**src/rtl/sha256_iter_core.sv**
```systemverilog
// sha256_iter_core
//   Iterative SHA-256 compression core. Applies ROUNDS_PER_CYCLE chained
//   rounds per clock to one 512-bit block and a 256-bit chaining state.
//   Handshakes on both sides with valid/ready.
//
//   Optional feature macro: SHA256_FEEDFORWARD_EN
//     defined   : tx_hash = chaining state + final working state (FIPS output)
//     undefined : tx_hash = raw working state a..h after round 63
//
//   Ports
//     clk        rising-edge clock
//     reset      asynchronous active-high reset
//     in_valid   block and chaining state presented
//     in_ready   core accepts a block this cycle
//     rx_state   chaining state, word i at [32i+31:32i], word 0 = a
//     rx_input   message block, word i = W[i] at [32i+31:32i]
//     out_valid  tx_hash valid
//     out_ready  consumer takes tx_hash this cycle
//     tx_hash    result, same packing as rx_state
//     busy       high while rounds or the final write are in progress
module sha256_iter_core #(
  parameter int ROUNDS_PER_CYCLE = 1
) (
  input  logic         clk,
  input  logic         reset,
  input  logic         in_valid,
  output logic         in_ready,
  input  logic [255:0] rx_state,
  input  logic [511:0] rx_input,
  output logic         out_valid,
  input  logic         out_ready,
  output logic [255:0] tx_hash,
  output logic         busy
);

  if (ROUNDS_PER_CYCLE != 1 && ROUNDS_PER_CYCLE != 2 &&
      ROUNDS_PER_CYCLE != 4 && ROUNDS_PER_CYCLE != 8) begin : g_bad_rpc
    $error("ROUNDS_PER_CYCLE must be 1, 2, 4 or 8");
  end

  localparam logic [31:0] K [64] = '{
    32'h428a2f98, 32'h71374491, 32'hb5c0fbcf, 32'he9b5dba5, 32'h3956c25b, 32'h59f111f1, 32'h923f82a4, 32'hab1c5ed5,
    32'hd807aa98, 32'h12835b01, 32'h243185be, 32'h550c7dc3, 32'h72be5d74, 32'h80deb1fe, 32'h9bdc06a7, 32'hc19bf174,
    32'he49b69c1, 32'hefbe4786, 32'h0fc19dc6, 32'h240ca1cc, 32'h2de92c6f, 32'h4a7484aa, 32'h5cb0a9dc, 32'h76f988da,
    32'h983e5152, 32'ha831c66d, 32'hb00327c8, 32'hbf597fc7, 32'hc6e00bf3, 32'hd5a79147, 32'h06ca6351, 32'h14292967,
    32'h27b70a85, 32'h2e1b2138, 32'h4d2c6dfc, 32'h53380d13, 32'h650a7354, 32'h766a0abb, 32'h81c2c92e, 32'h92722c85,
    32'ha2bfe8a1, 32'ha81a664b, 32'hc24b8b70, 32'hc76c51a3, 32'hd192e819, 32'hd6990624, 32'hf40e3585, 32'h106aa070,
    32'h19a4c116, 32'h1e376c08, 32'h2748774c, 32'h34b0bcb5, 32'h391c0cb3, 32'h4ed8aa4a, 32'h5b9cca4f, 32'h682e6ff3,
    32'h748f82ee, 32'h78a5636f, 32'h84c87814, 32'h8cc70208, 32'h90befffa, 32'ha4506ceb, 32'hbef9a3f7, 32'hc67178f2
  };

  function automatic logic [31:0] rotr(input logic [31:0] x, input int n);
    return (x >> n) | (x << (32 - n));
  endfunction

  function automatic logic [31:0] bsig0(input logic [31:0] x);
    return rotr(x, 2) ^ rotr(x, 13) ^ rotr(x, 22);
  endfunction

  function automatic logic [31:0] bsig1(input logic [31:0] x);
    return rotr(x, 6) ^ rotr(x, 11) ^ rotr(x, 25);
  endfunction

  function automatic logic [31:0] ssig0(input logic [31:0] x);
    return rotr(x, 7) ^ rotr(x, 18) ^ (x >> 3);
  endfunction

  function automatic logic [31:0] ssig1(input logic [31:0] x);
    return rotr(x, 17) ^ rotr(x, 19) ^ (x >> 10);
  endfunction

  typedef enum logic [1:0] {IDLE, RUN, FINAL, DONE} state_t;

  state_t      state, state_nxt;
  logic [5:0]  rc;
  logic        accept;
  logic        last_run;
  logic [31:0] ws [8];       // working a..h
  logic [31:0] w [16];       // message schedule window, w[0] = W[t]
  logic [31:0] ws_nxt [8];
  logic [31:0] w_nxt [16];
`ifdef SHA256_FEEDFORWARD_EN
  logic [31:0] iv [8];
`endif

  // rc wraps to 0 on the same edge that leaves RUN
  assign last_run = (rc == 6'(64 - ROUNDS_PER_CYCLE));
  assign accept   = in_valid & in_ready;

  always_comb begin
    state_nxt = state;
    in_ready  = 1'b0;
    busy      = 1'b0;
    out_valid = 1'b0;
    case (state)
      IDLE: begin
        in_ready = 1'b1;
        if (in_valid) state_nxt = RUN;
      end
      RUN: begin
        busy = 1'b1;
        if (last_run) state_nxt = FINAL;
      end
      FINAL: begin
        busy      = 1'b1;
        state_nxt = DONE;
      end
      DONE: begin
        out_valid = 1'b1;
        // Taking the result frees the core, so a new block may enter now
        in_ready  = out_ready;
        if (out_ready) state_nxt = in_valid ? RUN : IDLE;
      end
      default: state_nxt = IDLE;
    endcase
  end

  // Round datapath: ROUNDS_PER_CYCLE rounds chained combinationally, the
  // window advancing one word per round so round j sees original head j.
  always_comb begin
    logic [31:0] t1, t2, wn;
    ws_nxt = ws;
    w_nxt  = w;
    t1 = '0;
    t2 = '0;
    wn = '0;
    for (int j = 0; j < ROUNDS_PER_CYCLE; j++) begin
      t1 = ws_nxt[7] + bsig1(ws_nxt[4]) +
           ((ws_nxt[4] & ws_nxt[5]) ^ (~ws_nxt[4] & ws_nxt[6])) +
           K[rc + 6'(j)] + w_nxt[0];
      t2 = bsig0(ws_nxt[0]) +
           ((ws_nxt[0] & ws_nxt[1]) ^ (ws_nxt[0] & ws_nxt[2]) ^ (ws_nxt[1] & ws_nxt[2]));
      ws_nxt[7] = ws_nxt[6];
      ws_nxt[6] = ws_nxt[5];
      ws_nxt[5] = ws_nxt[4];
      ws_nxt[4] = ws_nxt[3] + t1;
      ws_nxt[3] = ws_nxt[2];
      ws_nxt[2] = ws_nxt[1];
      ws_nxt[1] = ws_nxt[0];
      ws_nxt[0] = t1 + t2;
      wn = ssig1(w_nxt[14]) + w_nxt[9] + ssig0(w_nxt[1]) + w_nxt[0];
      for (int i = 0; i < 15; i++) w_nxt[i] = w_nxt[i + 1];
      w_nxt[15] = wn;
    end
  end

  // Control and result registers
  always_ff @(posedge clk or posedge reset) begin
    if (reset) begin
      state   <= IDLE;
      rc      <= '0;
      tx_hash <= '0;
    end else begin
      state <= state_nxt;
      if (accept) rc <= '0;
      else if (state == RUN) rc <= rc + 6'(ROUNDS_PER_CYCLE);
      if (state == FINAL) begin
        for (int i = 0; i < 8; i++) begin
`ifdef SHA256_FEEDFORWARD_EN
          tx_hash[32*i +: 32] <= iv[i] + ws[i];
`else
          tx_hash[32*i +: 32] <= ws[i];
`endif
        end
      end
    end
  end

  // Working state and schedule window
  always_ff @(posedge clk) begin
    if (accept) begin
      for (int i = 0; i < 8; i++) begin
        ws[i] <= rx_state[32*i +: 32];
`ifdef SHA256_FEEDFORWARD_EN
        iv[i] <= rx_state[32*i +: 32];
`endif
      end
      for (int i = 0; i < 16; i++) w[i] <= rx_input[32*i +: 32];
    end else if (state == RUN) begin
      ws <= ws_nxt;
      w  <= w_nxt;
    end
  end

endmodule

```
**config.mk**
```make
export PLATFORM = sky130hd
export DESIGN_NAME = sha256_iter_core
export DESIGN_NICKNAME = d
export VERILOG_FILES = /design/src/rtl/sha256_iter_core.sv
export SDC_FILE = /design/constraint.sdc
export NUM_CORES = 2
export LEC_CHECK = 0
export CAP_MARGIN = 25
export CORE_MARGIN = 3
export CORE_UTILIZATION = 38
export CTS_BUF_LIST = sky130_fd_sc_hd__clkbuf_4
export CTS_CLUSTER_DIAMETER = 60
export CTS_CLUSTER_SIZE = 24
export DETAILED_ROUTE_END_ITERATION = 16
export PLACE_DENSITY = 0.65
export SLEW_MARGIN = 20
export SYNTH_ARGS = -nofsm -noshare
export SYNTH_HDL_FRONTEND = slang
export SYNTH_SLANG_ARGS = --single-unit
```
**constraint.sdc**
```tcl
create_clock -name clk -period 35.9 [get_ports clk]
set_input_delay 7.18 -clock clk [delete_from_list [all_inputs] [get_ports clk]]
set_output_delay 7.18 -clock clk [all_outputs]
set_load 0.01 [all_outputs]
```
==> impl_metrics.toml <==
[outcome]
status = "finished, final reports clean"

[cells_and_area]
nets = 7974
synthToLayoutAreaGrowth_pct = 23.5
layout_commonest_cell = "nand2_1"
drive_gt1_share_pct = 7.98
layout_common_cells = "nand2_1, clkdlybuf4s50_1, edfxtp_1"

[synthesis]
synthArstFlopShare_pct = 25.6
synth_nets = 7132
syn_area_sq_um = 59200
syn_area_per_cell_sq_um = 9.84
synth_cells = 6018
synth_ff_type = "edfxtp_1"
ys_ff_latch = 1032
synth_top_area_cell = "edfxtp_1"
yosys_warnings = 0
synth_top_area_share_pct = 38.9
ys_types = 80
ys_seq_area_share_pct = 50.1
synth.area.top_cells = "edfxtp_1, nand2_1, dfrtp_1"
synth-edff-count = 768

[sta]
fin_skew_ps = 142
finalSetupTns_ps = 0
drv_slew = 0
period_share_pct = 44.0
hold_viol = 0
slew_headroom_pct = 28.5
layout_min_cycle_time_ps = 15790
worst_pin_slew_ps = 1070
setup_violations = 0
rsz0062_at_grt = "no"
timing.fmax_mhz = 63.3

[clock_network]
htreeDepth = 3
clkSinkCount = 1032
cts_tree = "yes"
cts-resized-gates = 0
clockBufferDepth = 3
cts_buffers = 98
cts_hold_buf = 0
cts_root_buf = "clkbuf_4"
insertion_delay_ps = 1180
post-cts-setup-buffers = 0
clk_pin_slew_worst_paths_ps = 160

[job]
cap_violations = 0

[global_route]
grt-ovfl-total = 0
grt_start_max_net_pins = 196
grt_usage_pct = 28.5
grt_antenna_before_repair = 69
grt_pass1_vias = 45600
grt_pass1_wl_um = 332000

[detailed_routing]
num_vias = 47300
drc = 0
firstDrtPassIters = 7
totalWireLength_um = 235000
wire_per_inst_um = 26.0
detail-route-antenna-nets = 0
vias_per_cell = 5.23
drtIter0Drc = 4588

[placement]
dp_hpwl_um = 182000
place_congestion = 0.962
io_buffers = 1030

[worst_hold_path]
min_path_type = "reg -> reg"
whs_path_depth = 2

[critical_path]
rr_worst_depth = 31
startpoint_type = "input pin"
crit_type = "in -> out"
cp_max_fo = 3
cp.required_ps = 28720
worstPathArrival_ps = 8610
setup.worst_path.end_class = "output port"

[floorplanning]
fp.dieW_um = 401
start_util_pct = 38.4
fp-row-count = 144
dieHeight_um = 401
die-area_sq_um = 161000
io_pins = 1031
core_area_sq_um = 154000
-- cell families after synthesis --
kind of cell | after synthesis | share of synthesized area, %
xor gates and xnor gates | 358 | 5.34
adders and majority gates | 344 | 9.63
muxes | 306 | 5.89
DFF | 1032 | 50.1
and+or+nand+nor | 2497 | 16.6
AOI/OAI and AO/OA | 726 | 7.66
buffers and inverters | 755 | 4.79
-- per-layer routing --
metal	vias up	share of wire [%]	GRT usage (%)
met5	-	0.086	0
met4	30	3.3	10.0
met3	320	8.7	6.36
met2	2037	46	44.5
met1	23300	42	39.1
li1	21700	-	-
-- worst max-delay path, stage by stage --
cell and delay (ps):
clkdlybuf4s50_1 480, a21oi_1 80, nor2_1 270, clkdlybuf4s50_1 610
-- final cells by class --
| class | instances | area, sq um |
|---|---|---|
| antenna | 49 | 123 |
| clock buffer | 108 | 811 |
| clock inverter | 74 | 902 |
| fill | 14600 | 81300 |
| inverter | 419 | 1580 |
| multi-input combinational | 4231 | 26800 |
| sequential | 1032 | 29700 |
| tap | 2044 | 2560 |
| timing repair buffer | 1078 | 10700 |
-- flip-flops by register name (all words and copies together), names as in the netlist --
| name | cells |
|---|---|
| w | 512 |
| state | 2 |
| rc | 6 |
| ws | 256 |
| tx_hash | 256 |
-- path summary, 6_finish.rpt --
| check | startpoint | slack, ps | end |
|---|---|---|---|
| hold reg to reg | w[373] | 460 | w[405] |
| hold / removal | w[373] | 460 | w[405] |
| setup reg to reg | rc[1] | 26830 | ws[254] |
| max in group asynchronous | reset | 27180 | tx_hash[82] |
| min in group asynchronous | reset | 6540 | tx_hash[119] |
| setup / recovery | out_ready | 20110 | in_ready |
-- cells in the mapped netlist (all sizes together) (5+ instances only) --
master,instances
nand2,2132
a211o,8
o211ai,13
o31ai,20
buf,39
nor3,38
xnor2,200
a221oi,12
nor2,160
inv,418
nand2b,22
or3,22
or2,8
clkbuf,297
nor3b,12
and3,11
o21a,17
o21bai,20
ha,155
edfxtp,768
nand3,45
a21boi,10
a21oi,206
o21ai,217
xor2,156
nand4,10
o2111ai,7
a311oi,8
mux2,288
mux2i,13
dfrtp,264
fa,187
o221ai,7
o31a,6
a31oi,21
mux4,5
a211oi,38
a21o,82
nor2b,15
and2,9
-- per-stage QoR --
stage / utilization [%] / hold slack (ps) / setup slack (ps) / instances / instance area [sq um]
6_report: 47.4 / 463 / 20110 / 9035 / 73100
5_1_grt: 47.3 / 479 / 20040 / 9019 / 73100
4_1_cts: 47.3 / 438 / 20130 / 8985 / 73000
3_5_place_dp: 46.2 / 494 / 20140 / 8803 / 71300
3_3_place_gp: 46.2 / 489 / 20080 / 8803 / 71300
2_1_floorplan: - / 481 / 9190 / 6018 / 59200
Power is left out: the tool's default activity adds up to more than one toggle a clock period on the data nets, which glitch-free logic cannot reach.
